[src/rtl/seg_page_scheduler_pkg.sv]
// Shared constants and types for the 7-seg page scheduler.
// Segment bit order (active-low): {dp, a, f, b, g, e, d, c}.
package seg_page_scheduler_pkg;

    localparam int NUM_PAGES = 4;

    localparam logic [7:0] SEG_0 = 8'b1000_1000;
    localparam logic [7:0] SEG_1 = 8'b1110_1110;
    localparam logic [7:0] SEG_2 = 8'b1010_0001;
    localparam logic [7:0] SEG_3 = 8'b1010_0100;
    localparam logic [7:0] SEG_4 = 8'b1100_0110;
    localparam logic [7:0] SEG_5 = 8'b1001_0100;
    localparam logic [7:0] SEG_6 = 8'b1001_0000;
    localparam logic [7:0] SEG_7 = 8'b1010_1110;
    localparam logic [7:0] SEG_8 = 8'b1000_0000;
    localparam logic [7:0] SEG_9 = 8'b1000_0100;
    localparam logic [7:0] SEG_A = 8'b1000_0010;
    localparam logic [7:0] SEG_B = 8'b1101_0000;
    localparam logic [7:0] SEG_C = 8'b1001_1001;
    localparam logic [7:0] SEG_D = 8'b1110_0000;
    localparam logic [7:0] SEG_E = 8'b1001_0001;
    localparam logic [7:0] SEG_F = 8'b1001_0011;

    localparam logic [7:0] SEG_BLANK = 8'hFF;
    localparam logic [7:0] SEL_NONE  = 8'hFF;

    typedef enum logic {
        ST_BLANK,
        ST_DRIVE
    } scan_state_t;

endpackage

[src/rtl/seg_page_scheduler_if.sv]
// Debug-page inputs and display pin outputs of the page scheduler.
interface seg_page_scheduler_if;
    logic [127:0] page_data;
    logic [3:0]   page_valid;
    logic         auto_en;
    logic         next_req;
    logic [7:0]   dp_mask;
    logic [7:0]   LEDSEL;
    logic [7:0]   LEDOUT;
    logic [1:0]   page_idx;
    logic         page_tick;

    modport master (
        output page_data, page_valid, auto_en, next_req, dp_mask,
        input  LEDSEL, LEDOUT, page_idx, page_tick
    );

    modport slave (
        input  page_data, page_valid, auto_en, next_req, dp_mask,
        output LEDSEL, LEDOUT, page_idx, page_tick
    );
endinterface

[src/rtl/seg_page_scheduler_hex_to_seg.sv]
// Nibble to active-low 7-seg pattern, decimal point off.
module hex_to_seg
    import seg_page_scheduler_pkg::*;
(
    input  logic [3:0] nibble,
    output logic [7:0] seg
);
    always_comb begin
        seg = SEG_BLANK;
        case (nibble)
            4'h0: seg = SEG_0;
            4'h1: seg = SEG_1;
            4'h2: seg = SEG_2;
            4'h3: seg = SEG_3;
            4'h4: seg = SEG_4;
            4'h5: seg = SEG_5;
            4'h6: seg = SEG_6;
            4'h7: seg = SEG_7;
            4'h8: seg = SEG_8;
            4'h9: seg = SEG_9;
            4'hA: seg = SEG_A;
            4'hB: seg = SEG_B;
            4'hC: seg = SEG_C;
            4'hD: seg = SEG_D;
            4'hE: seg = SEG_E;
            4'hF: seg = SEG_F;
            default: seg = SEG_BLANK;
        endcase
    end
endmodule

[src/rtl/seg_page_scheduler.sv]
// Time-shares the 8-digit 7-seg display between up to 4 debug pages,
// with anti-ghosting blank gaps and frame-aligned page switching.
module seg_page_scheduler
    import seg_page_scheduler_pkg::*;
#(
    parameter int SCAN_DIV  = 10000,
    parameter int BLANK_CYC = 500,
    parameter int DWELL_DIV = 100000000
) (
    input logic clk100MHz,
    input logic rst,
    seg_page_scheduler_if.slave bus
);
    localparam int SW = $clog2(SCAN_DIV);
    localparam int DW = $clog2(DWELL_DIV);
    localparam logic [SW-1:0] BLANK_LAST = SW'(BLANK_CYC - 1);
    localparam logic [SW-1:0] DRIVE_LAST = SW'(SCAN_DIV - BLANK_CYC - 1);
    localparam logic [DW-1:0] DWELL_LAST = DW'(DWELL_DIV - 1);

    scan_state_t   state;
    logic [SW-1:0] slot_cnt;
    logic [2:0]    digit;
    logic [31:0]   snap;
    logic          snap_on;
    logic [DW-1:0] dwell_cnt;
    logic          pending;

    logic [3:0]  nibble;
    logic [7:0]  seg_raw;
    logic [7:0]  drive_seg;
    logic [7:0]  drive_sel;
    logic        frame_end;
    logic        dwell_hit;
    logic        advance;
    logic        change;
    logic [2:0]  next_found;
    logic [1:0]  new_idx;

    // Round-robin search for the next valid page after cur, excluding cur.
    function automatic logic [2:0] find_next(input logic [1:0] cur, input logic [3:0] vld);
        logic [1:0] cand;
        logic [2:0] res;
        res = 3'b000;
        for (int i = 1; i < NUM_PAGES; i++) begin
            cand = cur + 2'(i);
            if (vld[cand] && !res[2]) res = {1'b1, cand};
        end
        return res;
    endfunction

    assign nibble    = snap[{digit, 2'b00} +: 4];
    assign drive_seg = {seg_raw[7] & ~bus.dp_mask[digit], seg_raw[6:0]};
    assign drive_sel = ~(8'b1 << digit);

    hex_to_seg u_hex (.nibble(nibble), .seg(seg_raw));

    assign frame_end  = (state == ST_DRIVE) && (slot_cnt == DRIVE_LAST) && (digit == 3'd7);
    assign dwell_hit  = bus.auto_en && (dwell_cnt == DWELL_LAST);
    assign advance    = pending || bus.next_req || dwell_hit;
    assign next_found = find_next(bus.page_idx, bus.page_valid);
    assign change     = frame_end && next_found[2] && (advance || !bus.page_valid[bus.page_idx]);
    assign new_idx    = change ? next_found[1:0] : bus.page_idx;

    always_ff @(posedge clk100MHz) begin
        if (rst) begin
            state      <= ST_BLANK;
            slot_cnt   <= '0;
            digit      <= 3'd0;
            bus.LEDSEL <= SEL_NONE;
            bus.LEDOUT <= SEG_BLANK;
        end else begin
            case (state)
                ST_BLANK: begin
                    if (slot_cnt == BLANK_LAST) begin
                        state      <= ST_DRIVE;
                        slot_cnt   <= '0;
                        bus.LEDSEL <= snap_on ? drive_sel : SEL_NONE;
                        bus.LEDOUT <= snap_on ? drive_seg : SEG_BLANK;
                    end else begin
                        slot_cnt   <= slot_cnt + SW'(1);
                        bus.LEDSEL <= SEL_NONE;
                        bus.LEDOUT <= SEG_BLANK;
                    end
                end
                ST_DRIVE: begin
                    if (slot_cnt == DRIVE_LAST) begin
                        state      <= ST_BLANK;
                        slot_cnt   <= '0;
                        digit      <= digit + 3'd1;
                        bus.LEDSEL <= SEL_NONE;
                        bus.LEDOUT <= SEG_BLANK;
                    end else begin
                        slot_cnt   <= slot_cnt + SW'(1);
                        bus.LEDSEL <= snap_on ? drive_sel : SEL_NONE;
                        bus.LEDOUT <= snap_on ? drive_seg : SEG_BLANK;
                    end
                end
                default: state <= ST_BLANK;
            endcase
        end
    end

    // Page selection, snapshot and advance bookkeeping; all changes land on frame_end.
    always_ff @(posedge clk100MHz) begin
        if (rst) begin
            bus.page_idx  <= 2'd0;
            bus.page_tick <= 1'b0;
            dwell_cnt     <= '0;
            pending       <= 1'b0;
            snap          <= bus.page_data[31:0];
            snap_on       <= |bus.page_valid;
        end else begin
            bus.page_tick <= change;
            if (frame_end) begin
                pending      <= 1'b0;
                bus.page_idx <= new_idx;
                snap         <= bus.page_data[{new_idx, 5'b0} +: 32];
                snap_on      <= |bus.page_valid;
            end else if (bus.next_req || dwell_hit) begin
                pending <= 1'b1;
            end

            if (!bus.auto_en || change || dwell_hit) dwell_cnt <= '0;
            else                                     dwell_cnt <= dwell_cnt + DW'(1);
        end
    end
endmodule

[src/flat_wrapper.sv]
// flat-port wrapper written by rule: the top's interface ports become plain ports
module seg_page_scheduler_flat import seg_page_scheduler_pkg::*;
#(
    parameter int SCAN_DIV  = 10000,
    parameter int BLANK_CYC = 500,
    parameter int DWELL_DIV = 100000000
)
  (clk100MHz, rst, bus_page_data, bus_page_valid, bus_auto_en, bus_next_req, bus_dp_mask, bus_LEDSEL, bus_LEDOUT, bus_page_idx, bus_page_tick);
  seg_page_scheduler_if bus_i ();
  input logic clk100MHz;
  input logic rst;
  input wire logic [$bits(bus_i.page_data)-1:0] bus_page_data;
  input wire logic [$bits(bus_i.page_valid)-1:0] bus_page_valid;
  input wire logic [$bits(bus_i.auto_en)-1:0] bus_auto_en;
  input wire logic [$bits(bus_i.next_req)-1:0] bus_next_req;
  input wire logic [$bits(bus_i.dp_mask)-1:0] bus_dp_mask;
  output wire logic [$bits(bus_i.LEDSEL)-1:0] bus_LEDSEL;
  output wire logic [$bits(bus_i.LEDOUT)-1:0] bus_LEDOUT;
  output wire logic [$bits(bus_i.page_idx)-1:0] bus_page_idx;
  output wire logic [$bits(bus_i.page_tick)-1:0] bus_page_tick;
  assign bus_i.page_data = bus_page_data;
  assign bus_i.page_valid = bus_page_valid;
  assign bus_i.auto_en = bus_auto_en;
  assign bus_i.next_req = bus_next_req;
  assign bus_i.dp_mask = bus_dp_mask;
  assign bus_LEDSEL = bus_i.LEDSEL;
  assign bus_LEDOUT = bus_i.LEDOUT;
  assign bus_page_idx = bus_i.page_idx;
  assign bus_page_tick = bus_i.page_tick;
  seg_page_scheduler #(.SCAN_DIV(SCAN_DIV), .BLANK_CYC(BLANK_CYC), .DWELL_DIV(DWELL_DIV)) u_core (.clk100MHz(clk100MHz), .rst(rst), .bus(bus_i));
endmodule
[config.mk]
export PLATFORM = sky130hd
export DESIGN_NAME = seg_page_scheduler_flat
export DESIGN_NICKNAME = d
export VERILOG_FILES = /design/src/rtl/seg_page_scheduler_pkg.sv /design/src/rtl/seg_page_scheduler_if.sv /design/src/rtl/seg_page_scheduler_hex_to_seg.sv /design/src/rtl/seg_page_scheduler.sv /design/src/flat_wrapper.sv
export SDC_FILE = /design/constraint.sdc
export NUM_CORES = 1
export LEC_CHECK = 0
export BUFFER_PORTS_ARGS = -buffer_cell sky130_fd_sc_hd__buf_2
export CAP_MARGIN = 25
export CELL_PAD_IN_SITES_DETAIL_PLACEMENT = 1
export CELL_PAD_IN_SITES_GLOBAL_PLACEMENT = 1
export CORE_MARGIN = 4
export CORE_UTILIZATION = 42
export DETAILED_ROUTE_END_ITERATION = 8
export PLACE_DENSITY = 0.83
export SLEW_MARGIN = 25
export SYNTH_ARGS = -nofsm -noshare
export SYNTH_HDL_FRONTEND = slang
export SYNTH_HIERARCHICAL = 1
export SYNTH_SLANG_ARGS = --single-unit
[constraint.sdc]
create_clock -name clk100MHz -period 6.14 [get_ports clk100MHz]
set_clock_uncertainty 0.2 [all_clocks]
set_input_delay 0 -clock clk100MHz [delete_from_list [all_inputs] [get_ports clk100MHz]]
set_output_delay 0 -clock clk100MHz [all_outputs]
set_load 0.03 [all_outputs]
; ---- Word-level counts from Yosys, hierarchy flattened
; Memories as Yosys holds them, arrays and structs flattened.
; Cells that the tools add are included.
; W data, S select, Z words.
[op_classes]
add_sub_neg = 6
n_lt_le_gt_ge = 5
eq_ne = 4
n_shift = 3
muxes = 32
n_bitwise = 4
n_reduce_logical = 22
[ops]
columns = operator, count
row1 = $shiftx A128 B8 Y32, 1
row2 = $mux W32, 2
row3 = $mux W8, 6
row4 = $pmux W8 S2, 2
row5 = $shiftx A32 B6 Y4, 1
row6 = $mux W14, 2
row7 = $pmux W14 S2, 1
row8 = $add A27 B1 Y27 const B, 1
row9 = $eq A27 B27 Y1 const B, 1
row10 = $add A14 B1 Y14 const B, 1
row11 = $eq A14 B14 Y1 const B, 1
row12 = $eq A14 B9 Y1 const B, 1
row13 = $lt A2 B3 Y1 const B, 4
row14 = $mux W1, 9
row15 = $mux W3, 3
row16 = $bmux W1 S2, 4
row17 = $not A8 Y8, 1
row18 = $shl A1 B3 Y8 const A, 1
row19 = $logic_and A1 B1 Y1, 7
row20 = $logic_or A1 B1 Y1, 6
row21 = $add A2 B2 Y2 const B, 2
row22 = $logic_not A1 Y1, 4
row23 = $lt A3 B4 Y1 const B, 1
row24 = $reduce_or A2 Y1, 2
row25 = 11 further kinds, 12
[word_totals]
ff_bits = 98
romBits = 112
elab_cells = 88
mem_count = 1
[memory_table]
columns = memory, words, width, read_ports, rd_clocked_by_memory_dff, wr, line_no
row1 = (no name shown), 16, 7, 1, 0, 0, seg_page_scheduler_hex_to_seg.sv:10  ; case (nibble)

; ---- Longest topological paths before layout
; Gate-level depths: netlist (run 1).
[depth]
word_depth = 16
depth_mapped = 11
mapped_depth_nobuf = 9

; ---- Modules after synthesis
; Netlist (run 1), hierarchy kept.
[by_module_without_submodules]
columns = mod, instances, cells_per_inst, area_each_um2
row1 = seg_page_scheduler, 1, 529, 5232.5
row2 = hex_to_seg, 1, 34, 285.3

; ---- Worst setup path before layout (run 1)
; OpenSTA, ideal clock, no wires.
[synth_path]
path_kind = flip-flop to flip-flop
start = register u_core.digit[0]
end = register u_core.bus.LEDOUT[1]
setup_time_ns = 0.117
t_arrival_ns = 2.558
required_ns = 5.823
slack_ns = 3.264
path_stages_with_launch = 10
n_path_buf = 1
period_less_slack_ns = 2.876
path_cell_list = dfxtp_1 -> buf_1 -> mux4_2 -> nand2_1 -> nand2_1 -> inv_1 -> ha_1 -> inv_1 -> mux4_2 -> nand2b_1
[synth_between]
elab_chain_len = 5
word_cells_on_any_way = 6
[synth_rtl]
columns = item, line_no
row1 = start: declaration, seg_page_scheduler.sv:22  ; logic [2:0] digit;
row2 = start signal: assignment, seg_page_scheduler.sv:89  ; digit <= digit + 3'd1;
row3 = $shiftx A32 B6 Y4 (*), seg_page_scheduler.sv:51  ; assign nibble = snap[{digit, 2'b00} +: 4];
row4 = net u_core.nibble[0], seg_page_scheduler.sv:28  ; logic [3:0] nibble;
row5 = $mem_v2 Z16 W7 (*), n/a
row6 = net u_core.seg_raw[1], seg_page_scheduler.sv:29  ; logic [7:0] seg_raw;
row7 = $mux W8 (*), "seg_page_scheduler.sv:78, seg_page_scheduler.sv:95"
row8 = "$mux W8, on equally long branches", "seg_page_scheduler.sv:86, seg_page_scheduler.sv:74"
row9 = $pmux W8 S2 (*), seg_page_scheduler.sv:72  ; case (state)
row10 = end signal: assignment, seg_page_scheduler.sv:78  ; bus.LEDOUT <= snap_on ? drive_seg : SEG_BLANK;
row11 = end signal: assignment, seg_page_scheduler.sv:95  ; bus.LEDOUT <= snap_on ? drive_seg : SEG_BLANK;
row12 = end: declaration, seg_page_scheduler_if.sv:20  ; output LEDSEL, LEDOUT, page_idx, page_tick
; The timed path passes the listed nets; every way through them passes the cells marked *.
; A chain may end at the register's enable or synchronous reset.

; ---- Worst setup path in the final report (run 1)
[layout_path]
start = register u_core.digit[0]
end = register u_core.snap[3] (data pin)
[layout_between]
elab_chain_len = 8
[layout_rtl]
columns = item, line_no
row1 = $eq A3 B3 Y1, seg_page_scheduler.sv:57  ; assign frame_end = (state == ST_DRIVE) && (slot_cnt == DRIVE_LAST) && (digit == 3'd7);
row2 = $logic_and A1 B1 Y1, seg_page_scheduler.sv:57
row3 = $logic_and A1 B1 Y1 (2 in a row), seg_page_scheduler.sv:61  ; assign change = frame_end && next_found[2] && (advance || !bus.page_valid[bus.page_idx]);
row4 = $mux W2, seg_page_scheduler.sv:62  ; assign new_idx = change ? next_found[1:0] : bus.page_idx;
row5 = $shiftx A128 B8 Y32, seg_page_scheduler.sv:117  ; snap <= bus.page_data[{new_idx, 5'b0} +: 32];
row6 = $mux W32, seg_page_scheduler.sv:114  ; if (frame_end) begin
row7 = $mux W32, seg_page_scheduler.sv:105  ; if (rst) begin
row8 = end signal: assignment, seg_page_scheduler.sv:110  ; snap <= bus.page_data[31:0];
row9 = end signal: assignment, seg_page_scheduler.sv:117
row10 = end: declaration, seg_page_scheduler.sv:23  ; logic [31:0] snap;
; No other way between the ends. The select of a mux whose other input is x is not followed.

==> results of run 1 <==
## registers in the layout (all words and copies together) (netlist names)
signal and count:
u_core/bus.LEDOUT 8, u_core/bus.LEDSEL 8, u_core/bus.page_idx 2, u_core/bus.page_tick 1, u_core/digit 3, u_core/dwell_cnt 27, u_core/pending 1, u_core/slot_cnt 14
u_core/snap 32, u_core/snap_on 1, u_core/state 1
## logic make-up after synthesis
group | Yosys count
AND/OR/NAND/NOR | 226
AO/OA/AOI/OAI | 86
XOR/XNOR | 38
multiplexers | 52
flip-flops | 98
buffers and inverters | 47
other | 1
adder cells (fa/ha/maj) | 15
## worst paths after layout
kind,endpoint,start
max,u_core/snap[3],u_core/digit[0]
min,u_core/dwell_cnt[1],bus_auto_en
max reg2reg,u_core/snap[3],u_core/digit[0]
min reg2reg,u_core/slot_cnt[0],u_core/slot_cnt[0]
## worst register-to-register path, stage by stage (launching register included)
cell and delay, ns:
dfxtp_1 0.89, ha_1 0.32, ha_1 0.25, nand2_1 0.09, a21oi_1 0.20, o211a_4 0.23
nand2b_4 0.12, nor4b_4 0.87, buf_4 0.39, o21ai_1 0.15, o211ai_1 0.15, dlygate4sd3_1 0.64
## layer usage
layer	up-vias	GRT usage, %	routed length [microns]
met5	-	0	0
met2	243	49.4	10500
met1	2605	28.7	7320
met4	0	16.1	1100
met3	76	4.33	1040
li1	2467	-	-
## power by group through the flow
stage / combinational (W) / sequential, W / clock [W]
detailed placement: 0.000123 / 0.000708 / 0
global route: 0.000181 / 0.000694 / 0.000696
floorplan: 0.0000578 / 0.000704 / 0
CTS: 0.000159 / 0.000693 / 0.000667
global placement: 0.000116 / 0.000707 / 0
finish: 0.000167 / 0.000694 / 0.000660
## stage by stage
step,util (%),hold slack (ns),area (sq um),std cells,power (W)
floorplan,-,-0.0397,5520,563,0.000761
global placement,50.2,0.105,6380,870,0.000823
detailed placement,50.3,0.116,6390,871,0.000830
CTS,58.8,0.0941,7480,960,0.00152
global route,58.8,0.147,7480,962,0.00157
finish,58.8,0.0977,7480,962,0.00152
## area by class of cell
cell class / instances / area (sq um) / area share, %
Tap cell: 172 / 215 / 2.88
Clock inverter: 5 / 78.8 / 1.05
Timing Repair Buffer: 241 / 1590 / 21.2
Antenna cell: 2 / 5.00 / 0.0669
Clock buffer: 11 / 275 / 3.68
Inverter: 15 / 56.3 / 0.752
Sequential cell: 98 / 2290 / 30.6
Multi-Input combinational cell: 418 / 2970 / 39.7
## cell usage in the layout, fill, tap and decap left out, drive strengths merged, types with 3 or more instances in the layout
master       count
and3             7
nor3             4
xnor2           19
edfxtp          33
buf            168
dfxtp           65
o21ai           34
mux2i           37
nor4             5
mux4            12
or4              4
and2             5
a21oi            8
clkbuf          11
nor2            70
o211ai          32
nand2b          12
a31oi            3
nor2b            3
ha              15
inv             17
dlygate4sd3     73
nand2           41
xor2            19
mux2             3
nand3           55
nand4            7
a211oi           3
==> metrics, run 1 <==
outcome=finished, final reports clean; DR vias/cell=5.60; CP peak stage delay=0.89 ns; nets@finish=942; H-tree levels=3; switching power=0.000335 W; Synth Register Bits=98; Hold WC Path Type=in2reg; Worst Tran Pin Value=0.976 ns; Worst setup EP type=register; P_leak=3.20 nW; Final setup viols=0; Pre-Repair DR Iteration Count=4; GRT Total Usage=26.9%; Post-Syn Nets=722; CTS tree=yes; Hold Fails Final Rpt=0; WP data required=6.13 ns; CTS Buf Count=9; Rows=41; Final GP Congestion=0.851; Max-Cap Viols=0; Pwr Density=203 nW/um^2; vias in the first global route=5964; Post-synth top cells=nor2_1 (69), dfxtp_1 (65), nand3_1 (55); crit path launch type=register; Int Pwr=0.00119 W; dpl hpwl=12400 microns; core area=12700 sq um; first-pass GRT wire length=30800 microns; cells along the critical path=ha_1, ha_1, nand2_1, a21oi_1, o211a_4, nand2b_4, nor4b_4, buf_4, o21ai_1, o211ai_1, dlygate4sd3_1; worst-case clock buffer depth=2; post-synth top area cell=dfxtp_1; Distinct cells, synth=55; minimum clock period=4.65 ns; final WL=19900 microns; slowest stage cell on the critical path=dfxtp_1; worst-case reg-to-reg path depth=11; die area=15000 sq um; Top-Level Pins=163; arrival time worst endpoint=4.64 ns; Die W=123 microns; initial antenna violation count=2; critical path's most frequent cell=ha_1; GRT overflow=0; Logic pwr share=11.0%; Sequential Power Share=45.6%; fill count=1486; Setup CP Type=reg2reg; Max VDD drop=0.000101 V; mux cell area share after synthesis=12.4%; Hold Path Cell Cnt=3; DR WL/cell=20.7 microns; vias post-DR=5391; pre-CTS setup slack=2.32 ns; delay-heaviest family, CP=simple AND/OR/NAND/NOR gates; register area share after synthesis=41.5%; max frequency=215 MHz; synth-to-layout area growth=35.6%; post-CTS setup buffers=0; number of cells on the critical path=11; drt initial violations=353; crit path buf inv count=2; Fin Setup TNS=0 ns; Simple-Gate Fraction of Synth Area=21.1%; Post-Synth Adder-Cell Area=3.40%; largest net degree at the start of global routing=34; RSZ-0062 raised after global routing=false; Die Ht=123 microns; Resized Gates After CTS=0; Post-synth top flop=dfxtp_1; FFs w/ async S/R, synth=0%; Post-Syn Area per Cell=9.80 sq um; PortBufs=162; clk sinks=98; root buffer cell=clkbuf_16; Starting Density=43.4%; final worst slack=1.49 ns; layout cell share with drive strength beyond 1=27.0%; Switching Share=22.0%; Period Utilization, post-route=75.7%; count leader, synth=nor2_1; CP Max Fanout=17; clock-pin slew on the worst setup and hold paths=0.07 ns; R2R setup slack=1.49 ns; main combinational cell family by area after synthesis=simple AND/OR/NAND/NOR gates; post-synthesis cell count=563; antenna viol nets, final=0; Remaining DRCs=0; number of synthesized flops with an enable pin=33; CTS Hold Bufs=73; post-synth top area share=23.6%; clk_lat worst skew=0.35 ns; headroom to the max-slew limit=34.4%; Warnings, synthesis=6; compound-gate portion of the synthesized area=10.4%; Max Slew Vio Count=0; Mapped Area=5520 sq um; clock power share=43.4%; post-synthesis xor/xnor area fraction=6.17%; top post-synthesis cells by area=dfxtp_1 (24%), edfxtp_1 (18%), mux2i_1 (6.7%), nand3_1 (5.0%), mux4_2 (4.9%)
No activity file was read; power rests on OpenSTA's default activity.
==> run 2: changes to the inputs <==
CORE_UTILIZATION = 39   (was 42)
PLACE_DENSITY = 0.78   (was 0.83)
clock period = 4.49 ns   (was 6.14 ns; I/O delays follow)
==> metrics, run 2 (synthesis gave the netlist of run 1 again) <==
Max Slew Vio Count=0; most common cell after layout, fill and taps aside=buf_2; worst-case reg-to-reg path depth=9; vias post-DR=5236; GRT overflow=0; Pre-Repair DR Iteration Count=4; arrival time worst endpoint=3.99 ns; Final setup viols=0; Starting Density=39.8%; CP Max Fanout=18; Worst Tran Pin Value=0.808 ns; clock-pin slew on the worst setup and hold paths=0.07 ns; CTS Buf Count=9; Die W=127 microns; P_leak=3.18 nW; RSZ-0062 raised after global routing=false; DR WL/cell=18.8 microns; R2R setup slack=0.39 ns; clk_lat worst skew=0.35 ns; minimum clock period=4.10 ns; Setup CP Type=reg2reg; core area=13900 sq um; Seq. cell area=2290 sq um; root buffer cell=clkbuf_16; r2r startpoint=u_core/bus.page_idx[0]; Max-Cap Viols=0; post-layout util=53.7%; PortBufs=162; headroom to the max-slew limit=46.1%; post-CTS setup buffers=0; DR vias/cell=5.39; Rows=43; Hold Path Cell Cnt=4; Final GP Congestion=0.823; placed insts=882; FF-to-FF End=u_core/snap[13]; final WL=18300 microns; die area=16100 sq um; Hold WC Path Type=in2reg; DP Area=6430 sq um; Fin Setup TNS=0 ns; vias in the first global route=5766; Die Ht=127 microns; Max VDD drop=0.000189 V; largest net degree at the start of global routing=34; worst hold slack=0.0265 ns; drt initial violations=262; Period Utilization, post-route=91.2%; fill count=1608; max frequency=244 MHz; final cell count without fillers=972; crit path launch type=register; biggest regs=u_core/snap (32), u_core/dwell_cnt (27), u_core/slot_cnt (14); CTS tree=yes; Worst setup EP type=register; H-tree levels=3; Remaining DRCs=0; synth-to-layout area growth=35.0%; max reg flops=32; initial antenna violation count=1; area of the multi-input gates=2970 sq um; register with the most flip-flops=u_core/snap; layout cell share with drive strength beyond 1=27.1%; antenna viol nets, final=0; Top-Level Pins=163; outcome=finished, final reports clean; GRT Total Usage=22.7%; clk sinks=98; first-pass GRT wire length=29300 microns; Hold Crit Start=bus_auto_en; nets@finish=945; Pwr Density=256 nW/um^2; Worst Hold Endpoint=u_core/dwell_cnt[1]; final instance area=7450 sq um; WP data required=4.38 ns; dpl hpwl=12300 microns; worst-case clock buffer depth=2; Hold Fails Final Rpt=0; commonest non-fill, non-tap cells in the layout=buf_2 (162), dlygate4sd3_1 (73), nor2_1 (69)
run 2: cell types whose count changed in the layout (fill, tap and decap cells not counted), moves of 2 or more:
cell	delta
clkbuf_16	-2
clkbuf_1	+2
clkbuf_8	+2
buf_4	+3
bufinv_16	-2
run 2: layer usage:
layer,track usage (%),wire [microns],vias up
li1,-,-,2475
met1,24.8,6760,2560
met3,3.24,870,36
met5,0,0,-
met4,9.91,567,0
met2,43.3,10100,165
run 2: area by class of cell:
| cell class | instances | area share (%) |
|---|---|---|
| Multi-Input combinational cell | 418 | 39.9 |
| Sequential cell | 98 | 30.8 |
| Timing Repair Buffer | 244 | 21.8 |
| Clock buffer | 13 | 3.49 |
| Tap cell | 180 | 3.02 |
| Inverter | 15 | 0.756 |
| Clock inverter | 3 | 0.286 |
| Antenna cell | 1 | 0.0336 |
run 2: timing repair:
action | in CTS | in global routing
hold buffers | 73 | 0
resized for setup | 0 | 0
endpoints found under the hold margin | 41 | 0
run 2: worst max-delay path: stages, from the launching register on:
cell	delay [ns]
dfxtp_1	0.51
nor3b_1	0.38
a31oi_1	0.11
a21oi_1	0.56
nor3b_2	0.17
xnor2_4	0.67
buf_12	0.27
mux2i_1	0.26
o211ai_1	0.12
dlygate4sd3_1	0.59
run 2: how the worst max path moves through the flow:
stage | to | slack, ns | cells after the start | from
6_report | u_core/snap[13] | 0.39 | 9 | u_core/bus.page_idx[0]
5_1_grt | u_core/snap[13] | 0.21 | 9 | u_core/bus.page_idx[0]
4_1_cts | u_core/snap[4] | 0.53 | 9 | u_core/bus.page_idx[0]
3_5_place_dp | u_core/snap[0] | 1.12 | 8 | u_core/bus.page_idx[0]
3_3_place_gp | u_core/snap[14] | 1.24 | 8 | u_core/bus.page_idx[0]
2_1_floorplan | u_core/bus.LEDOUT[1] | 1.61 | 9 | u_core/digit[0]
run 2: power by group:
part           internal, W  leakage [nW]  switching, W
registers         0.000938         0.846    0.00000860
clock network     0.000408         0.141      0.000333
logic             0.000127          2.19     0.0000948
total              0.00147          3.18      0.000437
run 2: stage by stage:
step	setup WS, ns	total power [W]
after floorplan	1.61	0.00104
after global placement	1.24	0.00113
after detailed placement	1.12	0.00113
after CTS	0.527	0.00192
after global routing	0.211	0.00198
final	0.394	0.00191
